===== src/rtl/cpu_pkg.sv =====
// Shared opcode, state, ALU and PC-source encodings for the multicycle CPU.
// CU_JUMP_LINK_EN enables decoding of jal and jr; otherwise both fall to nop.
package cpu_pkg;

   localparam logic [5:0] OP_ADD  = 6'b000000;
   localparam logic [5:0] OP_SUB  = 6'b000001;
   localparam logic [5:0] OP_ADDI = 6'b000010;
   localparam logic [5:0] OP_OR   = 6'b010000;
   localparam logic [5:0] OP_AND  = 6'b010001;
   localparam logic [5:0] OP_ORI  = 6'b010010;
   localparam logic [5:0] OP_SLL  = 6'b011000;
   localparam logic [5:0] OP_SLT  = 6'b100110;
   localparam logic [5:0] OP_SW   = 6'b110000;
   localparam logic [5:0] OP_LW   = 6'b110001;
   localparam logic [5:0] OP_BEQ  = 6'b110100;
   localparam logic [5:0] OP_J    = 6'b111000;
   localparam logic [5:0] OP_JR   = 6'b111001;
   localparam logic [5:0] OP_JAL  = 6'b111010;
   localparam logic [5:0] OP_HALT = 6'b111111;

   // sHALT shares the sIF code; the separate halt flag tells them apart
   localparam logic [2:0] S_IF     = 3'b000;
   localparam logic [2:0] S_ID     = 3'b001;
   localparam logic [2:0] S_EXE_LS = 3'b010;
   localparam logic [2:0] S_MEM    = 3'b011;
   localparam logic [2:0] S_WB_LD  = 3'b100;
   localparam logic [2:0] S_EXE_BR = 3'b101;
   localparam logic [2:0] S_EXE_AL = 3'b110;
   localparam logic [2:0] S_WB_AL  = 3'b111;

   localparam logic [2:0] ALU_ADD = 3'b000;
   localparam logic [2:0] ALU_SUB = 3'b001;
   localparam logic [2:0] ALU_OR  = 3'b010;
   localparam logic [2:0] ALU_AND = 3'b011;
   localparam logic [2:0] ALU_SLL = 3'b100;
   localparam logic [2:0] ALU_SLT = 3'b101;

   localparam logic [1:0] PCSRC_SEQ = 2'b00;
   localparam logic [1:0] PCSRC_BR  = 2'b01;
   localparam logic [1:0] PCSRC_JR  = 2'b10;
   localparam logic [1:0] PCSRC_J   = 2'b11;

   localparam logic [1:0] WRSEL_R31 = 2'b00;
   localparam logic [1:0] WRSEL_RT  = 2'b01;
   localparam logic [1:0] WRSEL_RD  = 2'b10;

   typedef enum logic [2:0] {
      CLS_NOP,
      CLS_AL,
      CLS_BR,
      CLS_LS,
      CLS_JMP,
      CLS_HALT
   } op_class_e;

   function automatic op_class_e classify(input logic [5:0] op);
      op_class_e cls;
      cls = CLS_NOP;
      case (op)
         OP_ADD, OP_SUB, OP_ADDI, OP_OR, OP_AND,
         OP_ORI, OP_SLL, OP_SLT:             cls = CLS_AL;
         OP_BEQ:                             cls = CLS_BR;
         OP_SW, OP_LW:                       cls = CLS_LS;
         OP_J:                               cls = CLS_JMP;
`ifdef CU_JUMP_LINK_EN
         OP_JR, OP_JAL:                      cls = CLS_JMP;
`endif
         OP_HALT:                            cls = CLS_HALT;
         default:                            cls = CLS_NOP;
      endcase
      return cls;
   endfunction

endpackage


===== src/rtl/cu_decode.sv =====
// Output decode: maps registered state, halt flag, opcode and zero to control lines.
// CU_JUMP_LINK_EN selects r31 as destination for jal.
module cu_decode
   import cpu_pkg::*;
#(
   parameter int OPW = 6
) (
   input  logic           rst,
   input  logic           halt,
   input  logic [2:0]     st,
   input  logic [OPW-1:0] op,
   input  logic           zero,
   output logic           pc_wre,
   output logic           ir_wre,
   output logic           reg_wre,
   output logic [1:0]     wr_reg_sel,
   output logic           alu_src_a,
   output logic           alu_src_b,
   output logic [2:0]     alu_op,
   output logic           ext_sel,
   output logic           data_mem_wr,
   output logic           db_data_src,
   output logic [1:0]     pc_src
);

   logic [5:0] op6;
   op_class_e  cls;

   assign op6 = 6'(op);
   assign cls = classify(op6);

   always_comb begin
      pc_wre      = 1'b0;
      ir_wre      = 1'b0;
      reg_wre     = 1'b0;
      wr_reg_sel  = '0;
      alu_src_a   = 1'b0;
      alu_src_b   = 1'b0;
      alu_op      = ALU_ADD;
      ext_sel     = 1'b0;
      data_mem_wr = 1'b0;
      db_data_src = 1'b0;
      pc_src      = PCSRC_SEQ;
      // Reset and halt both silence every output, including op-derived ones
      if (!rst && !halt) begin
         ir_wre = (st == S_IF);
         case (op6)
            OP_ADD:  begin alu_op = ALU_ADD; wr_reg_sel = WRSEL_RD; end
            OP_SUB:  begin alu_op = ALU_SUB; wr_reg_sel = WRSEL_RD; end
            OP_OR:   begin alu_op = ALU_OR;  wr_reg_sel = WRSEL_RD; end
            OP_AND:  begin alu_op = ALU_AND; wr_reg_sel = WRSEL_RD; end
            OP_SLT:  begin alu_op = ALU_SLT; wr_reg_sel = WRSEL_RD; end
            OP_SLL:  begin alu_op = ALU_SLL; alu_src_a = 1'b1; wr_reg_sel = WRSEL_RD; end
            OP_ADDI: begin alu_op = ALU_ADD; alu_src_b = 1'b1; ext_sel = 1'b1; wr_reg_sel = WRSEL_RT; end
            OP_ORI:  begin alu_op = ALU_OR;  alu_src_b = 1'b1; wr_reg_sel = WRSEL_RT; end
            OP_SW:   begin alu_op = ALU_ADD; alu_src_b = 1'b1; ext_sel = 1'b1; end
            OP_LW:   begin
               alu_op = ALU_ADD; alu_src_b = 1'b1; ext_sel = 1'b1;
               wr_reg_sel = WRSEL_RT; db_data_src = 1'b1;
            end
            OP_BEQ:  begin alu_op = ALU_SUB; ext_sel = 1'b1; end
`ifdef CU_JUMP_LINK_EN
            OP_JAL:  wr_reg_sel = WRSEL_R31;
`endif
            default: ;
         endcase
         case (st)
            S_ID: begin
               if (cls == CLS_JMP) begin
                  pc_wre  = 1'b1;
                  pc_src  = (op6 == OP_JR) ? PCSRC_JR : PCSRC_J;
                  reg_wre = (op6 == OP_JAL);
               end else if (cls == CLS_NOP) begin
                  pc_wre = 1'b1;
               end
            end
            S_EXE_BR: begin
               pc_wre = 1'b1;
               pc_src = zero ? PCSRC_BR : PCSRC_SEQ;
            end
            S_WB_AL, S_WB_LD: begin
               pc_wre  = 1'b1;
               reg_wre = 1'b1;
            end
            S_MEM: begin
               pc_wre      = (op6 == OP_SW);
               data_mem_wr = (op6 == OP_SW);
            end
            default: ;
         endcase
      end
   end

endmodule


===== src/rtl/control_unit.sv =====
// Multicycle CPU control unit: state register, halt flag and next-state logic.
// CU_JUMP_LINK_EN enables jal/jr sequencing (see cpu_pkg::classify).
module control_unit
   import cpu_pkg::*;
#(
   parameter int OPW = 6,
   parameter int STW = 3
) (
   input  logic           CLK,
   input  logic           RST,
   input  logic [OPW-1:0] op,
   input  logic           zero,
   output logic           PCWre,
   output logic           IRWre,
   output logic           RegWre,
   output logic [1:0]     WrRegSel,
   output logic           ALUSrcA,
   output logic           ALUSrcB,
   output logic [2:0]     ALUOp,
   output logic           ExtSel,
   output logic           DataMemWr,
   output logic           DBDataSrc,
   output logic [1:0]     PCSrc,
   output logic [STW-1:0] state
);

   logic [2:0] state_q, state_d;
   logic       halt_q, halt_d;
   op_class_e  cls;

   assign cls = classify(6'(op));

   always_comb begin
      state_d = state_q;
      halt_d  = halt_q;
      if (!halt_q) begin
         case (state_q)
            S_IF: state_d = S_ID;
            S_ID: begin
               case (cls)
                  CLS_AL:   state_d = S_EXE_AL;
                  CLS_BR:   state_d = S_EXE_BR;
                  CLS_LS:   state_d = S_EXE_LS;
                  CLS_HALT: begin state_d = S_IF; halt_d = 1'b1; end
                  default:  state_d = S_IF;
               endcase
            end
            S_EXE_AL: state_d = S_WB_AL;
            S_EXE_LS: state_d = S_MEM;
            S_MEM:    state_d = (6'(op) == OP_LW) ? S_WB_LD : S_IF;
            default:  state_d = S_IF;
         endcase
      end
   end

   always_ff @(posedge CLK) begin
      if (RST) begin
         state_q <= S_IF;
         halt_q  <= 1'b0;
      end else begin
         state_q <= state_d;
         halt_q  <= halt_d;
      end
   end

   assign state = RST ? '0 : STW'(state_q);

   cu_decode #(.OPW(OPW)) u_decode (
      .rst         (RST),
      .halt        (halt_q),
      .st          (state_q),
      .op          (op),
      .zero        (zero),
      .pc_wre      (PCWre),
      .ir_wre      (IRWre),
      .reg_wre     (RegWre),
      .wr_reg_sel  (WrRegSel),
      .alu_src_a   (ALUSrcA),
      .alu_src_b   (ALUSrcB),
      .alu_op      (ALUOp),
      .ext_sel     (ExtSel),
      .data_mem_wr (DataMemWr),
      .db_data_src (DBDataSrc),
      .pc_src      (PCSrc)
   );

endmodule


===== config.mk =====
export PLATFORM = sky130hd
export DESIGN_NAME = control_unit
export DESIGN_NICKNAME = d
export VERILOG_FILES = /design/src/rtl/cpu_pkg.sv /design/src/rtl/cu_decode.sv /design/src/rtl/control_unit.sv
export SDC_FILE = /design/constraint.sdc
export NUM_CORES = 1
export LEC_CHECK = 0
export CAP_MARGIN = 10
export CORE_UTILIZATION = 35
export DETAILED_ROUTE_END_ITERATION = 6
export PLACE_DENSITY = 0.68
export RECOVER_POWER = 50
export SYNTH_ARGS = -nofsm -noshare
export SYNTH_HDL_FRONTEND = slang
export SYNTH_SLANG_ARGS = --single-unit

===== constraint.sdc =====
create_clock -name CLK -period 1.96 [get_ports CLK]
set_clock_uncertainty 0.05 [all_clocks]
set_input_delay 0.392 -clock CLK [delete_from_list [all_inputs] [get_ports CLK]]
set_output_delay 0.392 -clock CLK [all_outputs]
set_load 0.005 [all_outputs]

# [Word-level counts from Yosys, hierarchy flattened]
# Memory sizes are Yosys's and may differ from the RTL's.
# Index checks and enable logic that the tools add are counted.
[word_totals] reg_bits=4 romBits=384 input_bits=9 n_memories=2
[memory_table] memory="(name not given)" depth=64 width=3 read_ports=1 rd_clocked_by_memory_dff=0 write_ports=0 line_no="cpu_pkg.sv:59" source="case (op)"
[memory_table] memory="(name not given)" depth=64 width=3 read_ports=1 rd_clocked_by_memory_dff=0 write_ports=0 line_no="cpu_pkg.sv:59"
[op_classes] eq_ne=24 mux=34 reduce_logical=14
[op_table] operator="equality test 6 bit, second input constant" n=6
[op_table] operator="one-hot mux 3 bit (5 select lines)" n=2
[op_table] operator="equality test 6 x 5 -> 1 bit, second input constant" n=4
[op_table] operator="2-to-1 mux 1 bit" n=21
[op_table] operator="equality test 3 bit, second input constant" n=6
[op_table] operator="equality test 3 x 2 -> 1 bit, second input constant" n=4
[op_table] operator="2-to-1 mux 3 bit" n=3
[op_table] operator="one-hot mux 3 bit (3 select lines)" n=1
[op_table] operator="one-hot mux 2 bit (2 select lines)" n=2
[op_table] operator="OR reduction 4 bit" n=2
[op_table] operator="equality test 3 x 1 -> 1 bit, second input constant" n=2
[op_table] operator="equality test 6 x 1 -> 1 bit, second input constant" n=1
[op_table] operator="equality test 6 x 2 -> 1 bit, second input constant" n=1
[op_table] operator="logical NOT 3 bit" n=2
[op_table] operator="logical NOT 6 bit" n=1
[op_table] operator="2-to-1 mux 2 bit" n=3
[op_table] operator="OR reduction 2 bit" n=3
[op_table] operator="OR reduction 3 bit" n=2
[op_table] operator="OR reduction 6 bit" n=1
[op_table] operator="one-hot mux 1 bit (3 select lines)" n=1
[op_table] operator="logical NOT 1 bit" n=2
[op_table] operator="one-hot mux 1 bit (2 select lines)" n=1
[op_table] operator="logical AND 1 bit" n=1

# [Longest topological paths before layout]
# Gate-level depths: netlist of run 1.
# An unclocked memory read counts as a cell.
[logic_depth] depth_word=6 depth_mapped=6 mapped_depth_nobuf=5

# [Hierarchy]
# From an unflattened synthesis of run 1, not the netlist that was laid out.
[hier_totals] cells_unflattened=118 hier_area_um2=867.1
[by_module_without_submodules] module="cu_decode" n_inst=1 cells_each=67 area_each_um2=456.7
[by_module_without_submodules] module="control_unit" n_inst=1 cells_each=51 area_each_um2=410.4

# [Worst setup path before layout of run 1]
# Ideal clock, no wire load.
[synth_path] kind="input port to output port" startpoint="input port RST" endpoint="output port ALUOp[1]" t_arrival_ns=1.531 t_required_ns=1.518 path_slack_ns=-0.013 path_stages=5 path_cell_list="buf_6 -> or2_1 -> buf_6 -> or3_4 -> a2111oi_4"
[synth_via] elab_chain_cells=3
[synth_rtl] item="start: declaration" line_no="control_unit.sv:10" source="input logic RST,"
[synth_rtl] item="logical NOT 1 bit" line_no="cu_decode.sv:45" source="if (!rst && !halt) begin"
[synth_rtl] item="logical AND 1 bit" line_no="cu_decode.sv:45"
[synth_rtl] item="2-to-1 mux 3 bit" line_no="cu_decode.sv:45"
[synth_rtl] item="end: declaration" line_no="control_unit.sv:19" source="output logic [2:0] ALUOp,"
# Every way passes these cells.

# [Final worst setup path of run 1]
[layout_path] startpoint="input port op[0]" endpoint="output port PCSrc[0]"
[layout_via] elab_chain_cells=5 elab_cells_between_ends=7
[layout_rtl] item="start: declaration" line_no="control_unit.sv:11" source="input logic [OPW-1:0] op,"
[layout_rtl] item="memory read (64 x 3 bit) or equality test 6 bit (tied branches)"
[layout_rtl] item="equality test 3 bit or 2-to-1 mux 1 bit (tied branches)" line_no="cu_decode.sv:69, cu_decode.sv:71"
[layout_rtl] item="2-to-1 mux 2 bit *" line_no="cu_decode.sv:69" source="if (cls == CLS_JMP) begin"
[layout_rtl] item="one-hot mux 2 bit (2 select lines) *" line_no="cu_decode.sv:67" source="case (st)"
[layout_rtl] item="2-to-1 mux 2 bit *" line_no="cu_decode.sv:45"
[layout_rtl] item="end: declaration" line_no="control_unit.sv:23" source="output logic [1:0] PCSrc,"
# Mark *: on every way between the ends. The rest lies on a longest branch, timed or not.

==> impl_metrics.tcl, run 1 <==
set metrics [dict create \
    synth_seq_area_share_pct 10.6 \
    drc 0 \
    r2r_start "state_q[1]" \
    numClockSinks 4 \
    setup_violations 7 \
    irDropWorstVdd_mv 0.450 \
    pre_cts_ws_ps -1090 \
    htree_levels 1 \
    syn-cell-area_um2 752 \
    postLayoutCoreUtil_pct 69.6 \
    startpoint_type "input pin" \
    viasPerCell 5.26 \
    core_mm2 0.00198 \
    synthCells 99 \
    syn_area_per_cell_um2 7.60 \
    hold_slack_ps 436 \
    synth_fp_nets 108 \
    final_cell_area_mm2 0.00138 \
    cts_tree "built" \
    slew_viol_final 0 \
    nets 168 \
    grt_setup_unrepaired "true" \
    finalHoldViolations 0 \
    syn_to_final_growth_pct 83.4 \
    grt_pass1_wl_um 4280 \
    hold_start "RST" \
    cts_hold_buffers 0 \
    mostFrequentLayoutCell "buf_4" \
    die_x_um 48.4 \
    clock_latency_ps 230 \
    place_inst 168 \
    ios 27 \
    layout_common_cells "buf_4 (32), buf_2 (12), nor2_1 (9)" \
    grt_use_total_pct 23.0 \
    crit_slowest_cell "or3_1" \
    yosysUniqueCellTypes 46 \
    insertedDiodeCount 0 \
    status "complete, but fails checks" \
    power_density_mw_per_mm2 323 \
    portBuffers 26 \
    end_kind "output port" \
    wl_per_cell_um 14.8 \
    min_period_over_period_pct 112 \
    min_path_type "input pin to flop" \
    cts_buffer_depth 2 \
    drive_above_1_share_pct 59.9 \
    drt-total-wl_um 2730 \
    path_max_fanout 5 \
    leakage_uw 0.000602 \
    gr-total-overflow 0 \
    fillers 157 \
    antenna_found_initial 0 \
    dr.pass1.iters 4 \
    tightest_slew_ps 291 \
    numCtsBuffers 3 \
    placed_area_mm2 0.00115 \
    die_area_mm2 0.00234 \
    cp.required_ps 1520 \
    ys_warn_count 0 \
    setup_slack_ps -231 \
    grt_max_degree 11 \
    slew_headroom_pct 80.6 \
    min_period_ps 2190 \
    max_stage_delay_ps 360 \
    die_h_um 48.4 \
    maxCapViolCount 0 \
    path_cells "buf_8, or3_1, a211o_1, and2b_2, nand2b_4, a211oi_2, buf_2" \
    gp_congestion 0.842 \
    multi_input_area_um2 664 \
    seqCellArea_um2 81.3 \
    drtIter0Drc 10 \
    fmax_mhz 456 \
    startpoint "op[0]" \
    fin_cells 184 \
    vias 967 \
    ys_ff_latch 4 \
    violations "negative setup slack" \
    rows 16 \
    path_class "input pin to output port" \
    post-dp-hpwl_um 1740 \
    ant_nets 0 \
    cts-root-buf "clkbuf_4" \
    grt_pass1_vias 956 \
    crit_arrival_ps 1750 \
    start_util_pct 37.9 \
    path_clk_slew_ps 40 \
]
## worst max-delay path, delay by kind of cell
family | cells | cell delay [ps]
AND/OR/NAND/NOR | 3 | 670
AO/OA/AOI/OAI | 2 | 440
buffers and inverters | 2 | 230
## registers in the layout (all words and copies together) (netlist names)
signal and count:
state_q 3, halt_q 1
## area by class of cell
class | count | share of cell area, %
multi-input cells | 78 | 48.2
repair buffers | 66 | 39.8
flip-flops and latches | 4 | 5.90
well taps | 27 | 2.45
inverters | 6 | 2.00
clock buffers | 3 | 1.63
## metrics by stage
step / TNS (ps) / power (uW)
floorplan: 0 / 208
global placement: -12010 / 287
detailed placement: -13010 / 291
CTS: -650 / 420
global route: -1460 / 473
finish: -1070 / 445
## cell usage after synthesis (all sizes together)
| master | count | area (um2) |
|---|---|---|
| o21a | 1 | 7.51 |
| a211o | 1 | 8.76 |
| or4 | 1 | 11.3 |
| nand4 | 1 | 6.26 |
| and4b | 1 | 10.0 |
| a22oi | 1 | 7.51 |
| a2111oi | 1 | 27.5 |
| o21ai | 3 | 15.0 |
| nand2 | 9 | 33.8 |
| clkbuf | 4 | 28.8 |
| nand2b | 2 | 15.0 |
| nor3 | 9 | 50.1 |
| nor4 | 1 | 6.26 |
| nand4b | 1 | 8.76 |
| a21oi | 6 | 30.0 |
| nor2 | 10 | 37.5 |
| nor4b | 2 | 17.5 |
| dfxtp | 4 | 80.1 |
| mux2 | 1 | 11.3 |
| o22a | 1 | 8.76 |
| o41ai | 1 | 16.3 |
| buf | 7 | 72.6 |
| nand3 | 4 | 25.0 |
| a2bb2oi | 1 | 8.76 |
| and3 | 2 | 17.5 |
| xnor2 | 1 | 8.76 |
| or2 | 1 | 6.26 |
| a31oi | 3 | 18.8 |
| and4bb | 1 | 16.3 |
| or3 | 3 | 25.0 |
| a221o | 1 | 21.3 |
| inv | 5 | 18.8 |
| clkinv | 1 | 3.75 |
| nor2b | 3 | 18.8 |
| and2b | 1 | 7.51 |
| a211oi | 4 | 45.1 |
## worst paths after layout
kind	end	slack, ps	cells past startpoint
setup / recovery	PCSrc[0]	-230	7
hold / removal	state_q[2]	440	3
setup reg to reg	state_q[2]	570	5
hold reg to reg	state_q[0]	540	2
## power breakdown
part / internal, uW / switching [uW] / leakage (uW)
Clock: 68.3 / 30.0 / 0.0000138
Sequential: 87.3 / 4.62 / 0.0000329
Combinational: 135 / 120 / 0.000555
## cells by family (layout without fill, tap and decap cells)
family / after synthesis / count (layout) / share of synthesized area [%]
AO/OA/AOI/OAI: 24 / 24 / 28.6
flip-flops: 4 / 4 / 10.6
AND/OR/NAND/NOR: 52 / 52 / 41.6
buffers and inverters: 17 / 75 / 16.5
multiplexers: 1 / 1 / 1.50
XOR/XNOR: 1 / 1 / 1.16
## metal layers
layer	share of wire [%]	global-route usage [%]
met3	3.0	4.40
met1	41	25.3
met5	0	0
met2	55	43.9
met4	1.6	6.86
## timing repair
item                                    4_1_cts  5_1_grt
setup buffers                                 6        7
endpoints found under the setup margin       19       10
gates resized for setup                     108       20
cloned                                        0        0
pin swaps                                    14        9
hold endpoints to repair                      0        0
Note: power is estimated with default switching activity, not from simulation.
==> run 2: changes to the inputs <==
--- a/config.mk
+++ b/config.mk
@@ -10,6 +10,7 @@
 export DETAILED_ROUTE_END_ITERATION = 6
 export PLACE_DENSITY = 0.68
 export RECOVER_POWER = 50
+export SKIP_CTS_REPAIR_TIMING = 1
 export SYNTH_ARGS = -nofsm -noshare
 export SYNTH_HDL_FRONTEND = slang
 export SYNTH_SLANG_ARGS = --single-unit
==> run 2 against run 1 <==
  * The run still ends with negative setup slack left
  * Fmax down 1.7%
  * Total power down 4.8%
  * Design area down 3.6%
  * Critical path depth unchanged
  * Sequential power down 2%
  * Wire length down 8.6%
  * Setup slack worse by 38 ps
  * Worst hold slack better by 24 ps
  * First-iteration DRC count down 20%
  * Die area unchanged
  * Core utilization down 2.5 points
==> impl_metrics.tcl, run 2 (synthesis gave the netlist of run 1 again) <==
set metrics [dict create \
    power.total_uw 424 \
    die_x_um 48.4 \
    min_period_ps 2230 \
    numCtsBuffers 3 \
    crit_arrival_ps 1790 \
    path_class "input pin to output port" \
    switchingPower_uw 146 \
    power_density_mw_per_mm2 319 \
    slew_viol_final 0 \
    fmax_mhz 449 \
    violations "negative setup slack" \
    drive_above_1_share_pct 54.0 \
    clock_latency_ps 230 \
    cts_tree "built" \
    cts_buffer_depth 2 \
    nets 161 \
    finalHoldViolations 0 \
    pwr-share-comb_pct 55.6 \
    drt-total-wl_um 2500 \
    antenna_found_initial 0 \
    hold_slack_ps 459 \
    grt_pass1_vias 877 \
    maxCapViolCount 0 \
    gr-total-overflow 0 \
    numClockSinks 4 \
    syn_to_final_growth_pct 76.7 \
    viasPerCell 5.44 \
    r2r_cells 5 \
    grt_use_total_pct 20.5 \
    dr.pass1.iters 4 \
    core_mm2 0.00198 \
    ant_nets 0 \
    min_period_over_period_pct 114 \
    setup_slack_ps -269 \
    layout_common_cells "buf_4 (27), nor2_1 (9), dlymetal6s2s_1 (8)" \
    status "complete, but fails checks" \
    ios 27 \
    startpoint_type "input pin" \
    grt_setup_unrepaired "true" \
    sw_frac_of_total_pct 34.5 \
    die_h_um 48.4 \
    final_cell_area_mm2 0.00133 \
    path_max_fanout 5 \
    reg_top3 "state_q x3, halt_q x1" \
    path_clk_slew_ps 40 \
    post-dp-hpwl_um 1740 \
    wl_per_cell_um 14.1 \
    largest_reg_flops 3 \
    htree_levels 1 \
    fin_tns_setup_ps -839 \
    slew_headroom_pct 78.9 \
    grt_max_degree 11 \
    rows 16 \
    power_frac_clock_pct 23.2 \
    power_frac_seq_pct 21.2 \
    end_kind "output port" \
    drtIter0Drc 8 \
    cp.required_ps 1520 \
    start_util_pct 37.9 \
    top_register "state_q" \
    portBuffers 26 \
    placed_area_mm2 0.00115 \
    p_int_uw 278 \
    insertedDiodeCount 0 \
    grt_pass1_wl_um 3860 \
    drc 0 \
    cts-root-buf "clkbuf_4" \
    gp_congestion 0.842 \
    setup_violations 7 \
    min_path_type "input pin to flop" \
    die_area_mm2 0.00234 \
    vias 962 \
    tightest_slew_ps 312 \
    leakage_uw 0.000674 \
    mostFrequentLayoutCell "buf_4" \
    hold_depth 3 \
    irDropWorstVdd_mv 0.443 \
]
==> run 2: worst paths after layout <==
kind	from	end	slack, ps
max reg2reg	state_q[1]	state_q[2]	650
min reg2reg	halt_q	state_q[0]	540
min	RST	halt_q	460
max	op[1]	PCSrc[0]	-270
==> run 2: area by class of cell <==
type	count	area, um2
Clock buffer	3	22.5
Fill cell	169	653
Inverter	6	25.0
Multi-Input combinational cell	78	642
Sequential cell	4	81.3
Tap cell	27	33.8
Timing Repair Buffer	59	524
==> run 2: routing by layer <==
layer,track usage [%],part of all wire (%),wire length [um],up-vias
met3,4.09,4.2,105,4
met1,23.5,41,1010,463
met5,0,0,0,-
met2,38.5,53,1330,29
li1,-,-,-,466
met4,5.39,1.8,44,0
==> run 2: worst max-delay path, cell delays in order <==
cell      delay, ps
buf_8           100
or3_1           370
a211o_1         310
and2b_2         250
nand2b_4         60
a211oi_2        160
buf_2           140
==> run 2: through the flow <==
step | setup WS, ps | cells | util [%]
6_report | -269 | 177 | 67.0
5_1_grt | -316 | 177 | 67.0
4_1_cts | -1100 | 171 | 59.0
3_5_place_dp | -1090 | 168 | 57.9
3_3_place_gp | -1030 | 168 | 57.9
2_1_floorplan | 4.08 | 99 | -
==> run 2: power by group through the flow <==
| stage | sequential [uW] | combinational [uW] | clock [uW] |
|---|---|---|---|
| after global routing | 90.8 | 252 | 108 |
| after global placement | 90.1 | 197 | 0 |
| after floorplan | 91.8 | 116 | 0 |
| after detailed placement | 90.4 | 201 | 0 |
| after CTS | 89.2 | 202 | 101 |
| final | 89.9 | 236 | 98.2 |
